==> src/rtl/mem_port_arbiter.sv <==
// Serialises the CPU fetch and data ports onto one single-port synchronous RAM.
// Counts the RAM read latency and registers the returned data for each port.
module mem_port_arbiter #(
  parameter int AW     = 32,
  parameter int DW     = 32,
  parameter int RD_LAT = 1
) (
  input  logic          clk,
  input  logic          rst,
  input  logic          inst_req,
  input  logic [AW-1:0] inst_addr,
  output logic [DW-1:0] inst_data,
  output logic          inst_ready,
  input  logic          mem_req,
  input  logic          mem_we,
  input  logic [AW-1:0] mem_addr,
  input  logic [DW-1:0] mem_data,
  output logic [DW-1:0] mem_data_in,
  output logic          MIO_ready,
  output logic          ram_en,
  output logic          ram_we,
  output logic [AW-3:0] ram_addr,
  output logic [DW-1:0] ram_wdata,
  input  logic [DW-1:0] ram_rdata
);

  // state | meaning
  // IDLE  | sample requests, grant one port and launch the RAM strobe
  // ACC   | ram_en high for this cycle; store finishes, load starts counting
  // WAIT  | count down the read latency
  // DONE  | result registered, done pulse high, no request sampled
  typedef enum logic [1:0] {IDLE, ACC, WAIT, DONE} state_t;

  state_t     state, state_nxt;
  logic       gnt_d;
  logic       last_d;
  logic       d_done;
  logic       i_done;
  logic [1:0] cnt;
  logic       grant_any;
  logic       grant_data;
  logic       unused_addr_bits;

  assign unused_addr_bits = ^{inst_addr[1:0], mem_addr[1:0]};

  // Starvation guard: after a data access, a pending fetch goes first.
  assign grant_any  = mem_req | inst_req;
  assign grant_data = mem_req & ~(last_d & inst_req);

  assign MIO_ready  = ~mem_req  | d_done;
  assign inst_ready = ~inst_req | i_done;

  // Loads always pass through WAIT so the capture lands RD_LAT edges after the RAM strobe.
  always_comb begin
    state_nxt = state;
    case (state)
      IDLE:    if (grant_any) state_nxt = ACC;
      ACC:     state_nxt = ram_we ? DONE : WAIT;
      WAIT:    if (cnt == 2'd0) state_nxt = DONE;
      DONE:    state_nxt = IDLE;
      default: state_nxt = IDLE;
    endcase
  end

  always_ff @(posedge clk or negedge rst) begin
    if (!rst) state <= IDLE;
    else      state <= state_nxt;
  end

  always_ff @(posedge clk or negedge rst) begin
    if (!rst) begin
      ram_en      <= 1'b0;
      ram_we      <= 1'b0;
      ram_addr    <= '0;
      ram_wdata   <= '0;
      gnt_d       <= 1'b0;
      last_d      <= 1'b0;
      cnt         <= 2'd0;
      d_done      <= 1'b0;
      i_done      <= 1'b0;
      inst_data   <= '0;
      mem_data_in <= '0;
    end else begin
      ram_en <= 1'b0;
      d_done <= 1'b0;
      i_done <= 1'b0;
      case (state)
        IDLE: begin
          if (grant_any) begin
            ram_en    <= 1'b1;
            gnt_d     <= grant_data;
            ram_addr  <= grant_data ? mem_addr[AW-1:2] : inst_addr[AW-1:2];
            ram_we    <= grant_data & mem_we;
            ram_wdata <= grant_data ? mem_data : '0;
          end
        end
        ACC: begin
          ram_we <= 1'b0;
          cnt    <= 2'(RD_LAT - 1);
        end
        WAIT: begin
          if (cnt != 2'd0) cnt <= cnt - 2'd1;
          else if (gnt_d) mem_data_in <= ram_rdata;
          else            inst_data   <= ram_rdata;
        end
        default: ;
      endcase
      if (state != DONE && state_nxt == DONE) begin
        d_done <= gnt_d;
        i_done <= ~gnt_d;
        last_d <= gnt_d;
      end
    end
  end

endmodule

==> config.mk <==
export PLATFORM = sky130hd
export DESIGN_NAME = mem_port_arbiter
export DESIGN_NICKNAME = d
export VERILOG_FILES = /design/src/rtl/mem_port_arbiter.sv
export SDC_FILE = /design/constraint.sdc
export NUM_CORES = 1
export LEC_CHECK = 0
export ABC_AREA = 1
export CAP_MARGIN = 20
export CORE_UTILIZATION = 35
export CTS_BUF_LIST = sky130_fd_sc_hd__clkbuf_4 sky130_fd_sc_hd__clkbuf_8 sky130_fd_sc_hd__clkbuf_16
export DETAILED_ROUTE_END_ITERATION = 8
export PLACE_DENSITY = 0.77
export RECOVER_POWER = 50
export SKIP_LAST_GASP = 1
export SYNTH_ARGS = -nofsm -noshare
export SYNTH_HDL_FRONTEND = slang
export SYNTH_SLANG_ARGS = --single-unit
export TNS_END_PERCENT = 50
==> constraint.sdc <==
create_clock -name clk -period 2.6 [get_ports clk]
set_input_delay 0.52 -clock clk [delete_from_list [all_inputs] [get_ports clk]]
set_output_delay 0.52 -clock clk [all_outputs]
set_load 0.01 [all_outputs]
==> results.json, run 1 <==
{
  "drv_slew": 0,
  "drive_gt1_share_pct": 5.452,
  "synth_ff_type": "dfrtp_1",
  "wirelength_mm": 15.05,
  "p_total_mw": 10.53,
  "synth.top_cell.area_share_pct": 62.02,
  "design.core.area_sq_um": 15260,
  "p_clk_share_pct": 23.0,
  "syn_to_final_growth_pct": 61.10,
  "regToRegEndpoint": "ram_addr[28]$_DFFE_PN0P_",
  "cap_violations": 0,
  "swShare_pct": 33.93,
  "die_width_microns": 127.2,
  "critPathRequiredTime_ns": 2.08,
  "yosys.area.top_type": "dfrtp_1",
  "ant_nets": 0,
  "intPower_mw": 6.955,
  "rsz0062_at_grt": "false",
  "post-dp-hpwl_mm": 10.56,
  "gp_congestion": 0.7351,
  "io_buffer_count": 258,
  "synth_warnings": 0,
  "setup_viol": 0,
  "run_status": "finished clean",
  "synth_edf_count": 0,
  "cts_hold_buffers": 0,
  "cp-start-kind": "input pin",
  "r2r_start": "state[0]$_DFF_PN0_",
  "hold_violations": 0,
  "syn-instance-count": 598,
  "die_h_microns": 127.2,
  "num_rows": 45,
  "timing.fmax_mhz": 415.6,
  "period_needed_ns": 2.406,
  "reg2reg_depth": 6,
  "critPathKind": "in -> out",
  "cts_num_sinks": 136,
  "fin_skew_ns": 0.008988,
  "ir_drop_v": 0.0006790,
  "power_frac_comb_pct": 42.5,
  "ios": 263,
  "synthTopCellsByArea": "dfrtp_1, nand2_1, o21ai_0",
  "fin_nets": 989,
  "grt_pass1_vias": 4670,
  "vias": 4908,
  "crit_arrival_ns": 1.89,
  "synth_area_sq_um": 5488,
  "fin_crit_sh_pct": 92.54,
  "syn_nets": 736,
  "switchingPower_mw": 3.571,
  "cts_setup_buffers": 0,
  "antenna_found_initial": 0,
  "hold_ws_ns": 0.3637,
  "worstPathMaxFanout": 3,
  "ys_seq_elements": 136,
  "synth_async_sr_flop_share_pct": 100.0,
  "root_buffer": "clkbuf_16",
  "cts_buffers": 17,
  "cts_resized": 0,
  "grt_pass1_wl_mm": 23.94,
  "power.leakage_nw": 3.984,
  "synth-seq-area-share_pct": 62.02,
  "dieArea_sq_um": 16180,
  "grt_overflow": 0,
  "syn_area_per_cell_sq_um": 9.177,
  "worstMarginPinSlew_ns": 1.267,
  "synth_cell_type_count": 18,
  "ys_top_cells_by_count": "nand2_1, dfrtp_1, o21ai_0",
  "hp-class": "in -> async",
  "htreeDepth": 4,
  "clock_latency_ns": 0.41,
  "initial_core_util_pct": 35.97,
  "synth_most_common_cell": "nand2_1",
  "maxSlewHeadroom_pct": 15.54,
  "routed_via_density": 4.574,
  "cts.path.max_buffers": 2,
  "firstDrtPassIters": 4,
  "tritoncts": "done",
  "setup_tns_ns": 0,
  "seq_power_share_pct": 34.5,
  "drt-initial-drc-count": 163,
  "drt-wirelength-per-cell_microns": 14.02,
  "antenna_cells": 0,
  "clk_pin_slew_ns": 0.06,
  "end_kind": "output pin",
  "drc": 0,
  "power_density_nw_per_um2": 1191,
  "track_usage_pct": 19.26,
  "regToRegSetupSlack_ns": 0.54,
  "grt_max_degree": 65
}
## routing by layer
| layer | vias up | share of wire (%) | routed length [microns] | track usage [%] |
|---|---|---|---|---|
| met4 | 0 | 1.0 | 155 | 5.812 |
| met1 | 2270 | 42 | 6357 | 23.40 |
| li1 | 2421 | - | - | - |
| met3 | 12 | 11 | 1623 | 9.087 |
| met5 | - | 0 | 0 | 0 |
| met2 | 205 | 46 | 6910 | 30.45 |
## cells in the final DEF, fill, tap and decap left out, types with 3 or more instances in the layout
cell,instances
nand3_1,37
ha_1,5
dfrtp_1,136
inv_1,77
clkbuf_16,17
clkinv_4,3
clkinvlp_4,4
o21ai_0,100
a31oi_1,30
buf_4,4
nor2_1,32
clkbuf_2,5
clkdlybuf4s50_1,256
bufinv_16,3
nand2_1,138
## logic make-up (layout without fill, tap and decap cells)
group | count (synthesis) | after routing | share of synthesized area [%]
and+or+nand+nor | 211 | 211 | 15.46
DFF | 136 | 136 | 62.02
AOI/OAI and AO/OA | 133 | 133 | 13.04
buffers and inverters | 113 | 377 | 8.345
adders and majority gates | 5 | 5 | 1.140
## critical path: stages
cell and delay, ns:
clkdlybuf4s50_1 0.47, inv_1 0.08, or2_2 0.31, clkdlybuf4s50_1 0.49
## worst max-delay path by stage
stage	start	to	slack [ns]	cells after the start
after floorplan	state[0]$_DFF_PN0_	ram_addr[10]$_DFFE_PN0P_	1.13	8
after global placement	inst_req	inst_ready	0.18	4
after detailed placement	inst_req	inst_ready	0.18	4
after CTS	inst_req	inst_ready	0.18	4
after global routing	rst	mem_data_in[16]$_DFFE_PN0P_	0.09	2
final	inst_req	inst_ready	0.19	4
## registers in the layout, indices dropped and copies added (netlist names)
signal and flops:
inst_data 32, mem_data_in 32, ram_wdata 32, ram_addr 30, cnt 2, state 2
d_done 1, gnt_d 1, i_done 1, last_d 1, ram_en 1, ram_we 1
## power groups by stage
stage | Combinational (mW) | Clock [mW] | Sequential (mW)
2_1_floorplan | 1.59 | 0 | 4.05
3_3_place_gp | 4.49 | 0 | 3.62
3_5_place_dp | 4.56 | 0 | 3.65
4_1_cts | 4.58 | 2.48 | 3.64
5_1_grt | 4.93 | 2.61 | 3.74
6_report | 4.47 | 2.43 | 3.63
## metrics by stage
step / cell area (sq um) / setup slack [ns] / instances / utilization, %
finish: 8841 / 0.1940 / 1073 / 57.94
floorplan: 5488 / 1.127 / 598 / -
global route: 8841 / 0.08903 / 1073 / 57.94
global placement: 8290 / 0.1796 / 1043 / 54.33
CTS: 8889 / 0.1757 / 1073 / 58.25
detailed placement: 8290 / 0.1826 / 1043 / 54.33
## area by class of cell
type	instances	area (sq um)
Timing Repair Buffer	269	2656
Sequential cell	136	3403
Fill cell	1335	6417
Inverter	78	292.8
Clock inverter	11	151.4
Clock buffer	19	446.7
Multi-Input combinational cell	349	1627
Tap cell	211	264.0
No activity file was read; power rests on OpenSTA's default activity.
==> inputs of run 2 (changes only) <==
==> constraint.sdc (replaced) <==
create_clock -name clk -period 3.1 [get_ports clk]
set_input_delay 0.62 -clock clk [delete_from_list [all_inputs] [get_ports clk]]
set_output_delay 0.62 -clock clk [all_outputs]
set_load 0.1 [all_outputs]
==> run 2 against run 1 <==
Compared with the run above:
- the run now ends with max-capacitance violations, max-slew violations left
- die area is the same
- worst setup slack gained 0.42 ns
- count of clock-buffer cells in the layout grew 3
- critical endpoint is now last_d$_DFFE_PN0P_
- sequential share of layout area grew 2.2 points
- flip-flop and latch count is the same
- critical path depth grew 4
- global-route usage shrank 0.15 points
- clock skew shrank 0.0010 ns
- design area shrank 5.4%
- core utilization shrank 3.1 points
==> results.json, run 2 (synthesis results as in run 1) <==
{
  "num_rows": 45,
  "grt_pass1_vias": 4645,
  "root_buffer": "clkbuf_16",
  "wirelength_mm": 15.11,
  "drv_slew": 96,
  "hold_violations": 0,
  "cts_setup_buffers": 0,
  "io_buffer_count": 258,
  "worstPathMaxFanout": 34,
  "end_kind": "flip-flop",
  "track_usage_pct": 19.11,
  "cp-start-kind": "flip-flop",
  "fin_skew_ns": 0.007950,
  "htreeDepth": 4,
  "hp-class": "reg -> reg",
  "cts_buffers": 17,
  "design.core.area_sq_um": 15260,
  "slowest_delay_ns": 1.19,
  "crit_arrival_ns": 2.78,
  "fin_nets": 987,
  "setup_viol": 0,
  "timing.fmax_mhz": 402.3,
  "period_needed_ns": 2.485,
  "setup_tns_ns": 0,
  "cp_common_cell": "nand2_1",
  "gp_congestion": 0.7196,
  "dieArea_sq_um": 16180,
  "slowest_stage": "clkbuf_1",
  "grt_max_degree": 65,
  "ios": 263,
  "syn_to_final_growth_pct": 52.46,
  "rsz0062_at_grt": "false",
  "cap_violations": 3,
  "run_status": "finished, violations left",
  "mostFrequentLayoutCell": "nand2_1",
  "grt_overflow": 0,
  "fillers": 1405,
  "worstMarginPinSlew_ns": 1.659,
  "drive_gt1_share_pct": 15.20,
  "firstDrtPassIters": 4,
  "antenna_cells": 0,
  "top_regs": "inst_data x32, mem_data_in x32, ram_wdata x32",
  "violations": "max-capacitance violations, max-slew violations",
  "drt-wirelength-per-cell_microns": 14.08,
  "fin_crit_sh_pct": 80.17,
  "ant_nets": 0,
  "routed_via_density": 4.527,
  "cts_num_sinks": 136,
  "clock_latency_ns": 0.41,
  "vias": 4857,
  "critPathKind": "reg -> reg",
  "antenna_found_initial": 0,
  "cts.path.max_buffers": 2,
  "path_buf_inv": 2,
  "initial_core_util_pct": 35.97,
  "layout_common_cells": "nand2_1, dfrtp_1, clkdlybuf4s50_1",
  "final_cell_area_sq_um": 8367,
  "cts_resized": 0,
  "grt_pass1_wl_mm": 24.01,
  "drc": 0,
  "critPathRequiredTime_ns": 3.39,
  "cp_top_family": "buffers and inverters",
  "clk_pin_slew_ns": 0.06,
  "crit_chain": "inv_1 -> ha_1 -> clkbuf_1 -> nand2_1 -> nand2_1 -> nand2_1 -> nand2_1 -> nand2_1",
  "drt-initial-drc-count": 168,
  "die_width_microns": 127.2,
  "maxSlewHeadroom_pct": -10.60,
  "dpl_cell_area_sq_um": 7930,
  "die_h_microns": 127.2,
  "post-dp-hpwl_mm": 10.47,
  "tritoncts": "done",
  "final_util_pct": 54.83,
  "cts_hold_buffers": 0
}
run 2: changes by cell type in the layout (fill, tap and decap cells not counted), moves of 2 or more:
cell,before,now
buf_4,4,88
buf_12,1,3
clkbuf_8,1,3
clkbuf_1,1,47
clkinvlp_4,4,2
clkbuf_2,5,2
clkdlybuf4s50_1,256,127
run 2: worst min-delay path: stages, from the launching register on:
cell	delay, ns
dfrtp_1	0.34
nand2_1	0.05
o21ai_0	0.06
run 2: worst paths after layout:
check,startpoint,to,slack [ns],depth (start not counted)
max,state[0]$_DFF_PN0_,last_d$_DFFE_PN0P_,0.61,8
min,mem_data_in[20]$_DFFE_PN0P_,mem_data_in[20]$_DFFE_PN0P_,0.48,2
max reg2reg,state[0]$_DFF_PN0_,last_d$_DFFE_PN0P_,0.61,8
min reg2reg,mem_data_in[20]$_DFFE_PN0P_,mem_data_in[20]$_DFFE_PN0P_,0.48,2
max in group asynchronous,rst,inst_data[8]$_DFFE_PN0P_,0.92,2
min in group asynchronous,rst,inst_data[10]$_DFFE_PN0P_,0.57,1
run 2: layer usage:
layer	share of wire [%]	GRT usage (%)
met2	46	30.38
met1	44	24.19
met3	8.8	6.951
met4	0.95	6.303
met5	0	0
run 2: area by class of cell:
| class | instances | area [sq um] | area share [%] |
|---|---|---|---|
| Sequential cell | 136 | 3403 | 40.68 |
| Timing Repair Buffer | 267 | 2178 | 26.04 |
| Multi-Input combinational cell | 349 | 1627 | 19.44 |
| Clock buffer | 22 | 481.7 | 5.757 |
| Inverter | 78 | 292.8 | 3.499 |
| Tap cell | 211 | 264.0 | 3.155 |
| Clock inverter | 10 | 120.1 | 1.436 |
run 2: metrics by stage:
step / hold slack (ns) / cells / worst slack (ns)
final: 0.4819 / 1073 / 0.6146
after global routing: 0.4999 / 1073 / 0.3704
after floorplan: 0.3244 / 598 / 1.300
after detailed placement: 0.4743 / 1040 / 0.7271
after CTS: 0.1886 / 1072 / 0.7200
after global placement: 0.4675 / 1040 / 0.7290
Power of run 2 is not shown: default switching activity piles up to over one toggle a cycle in this logic, so the estimate is an artifact.
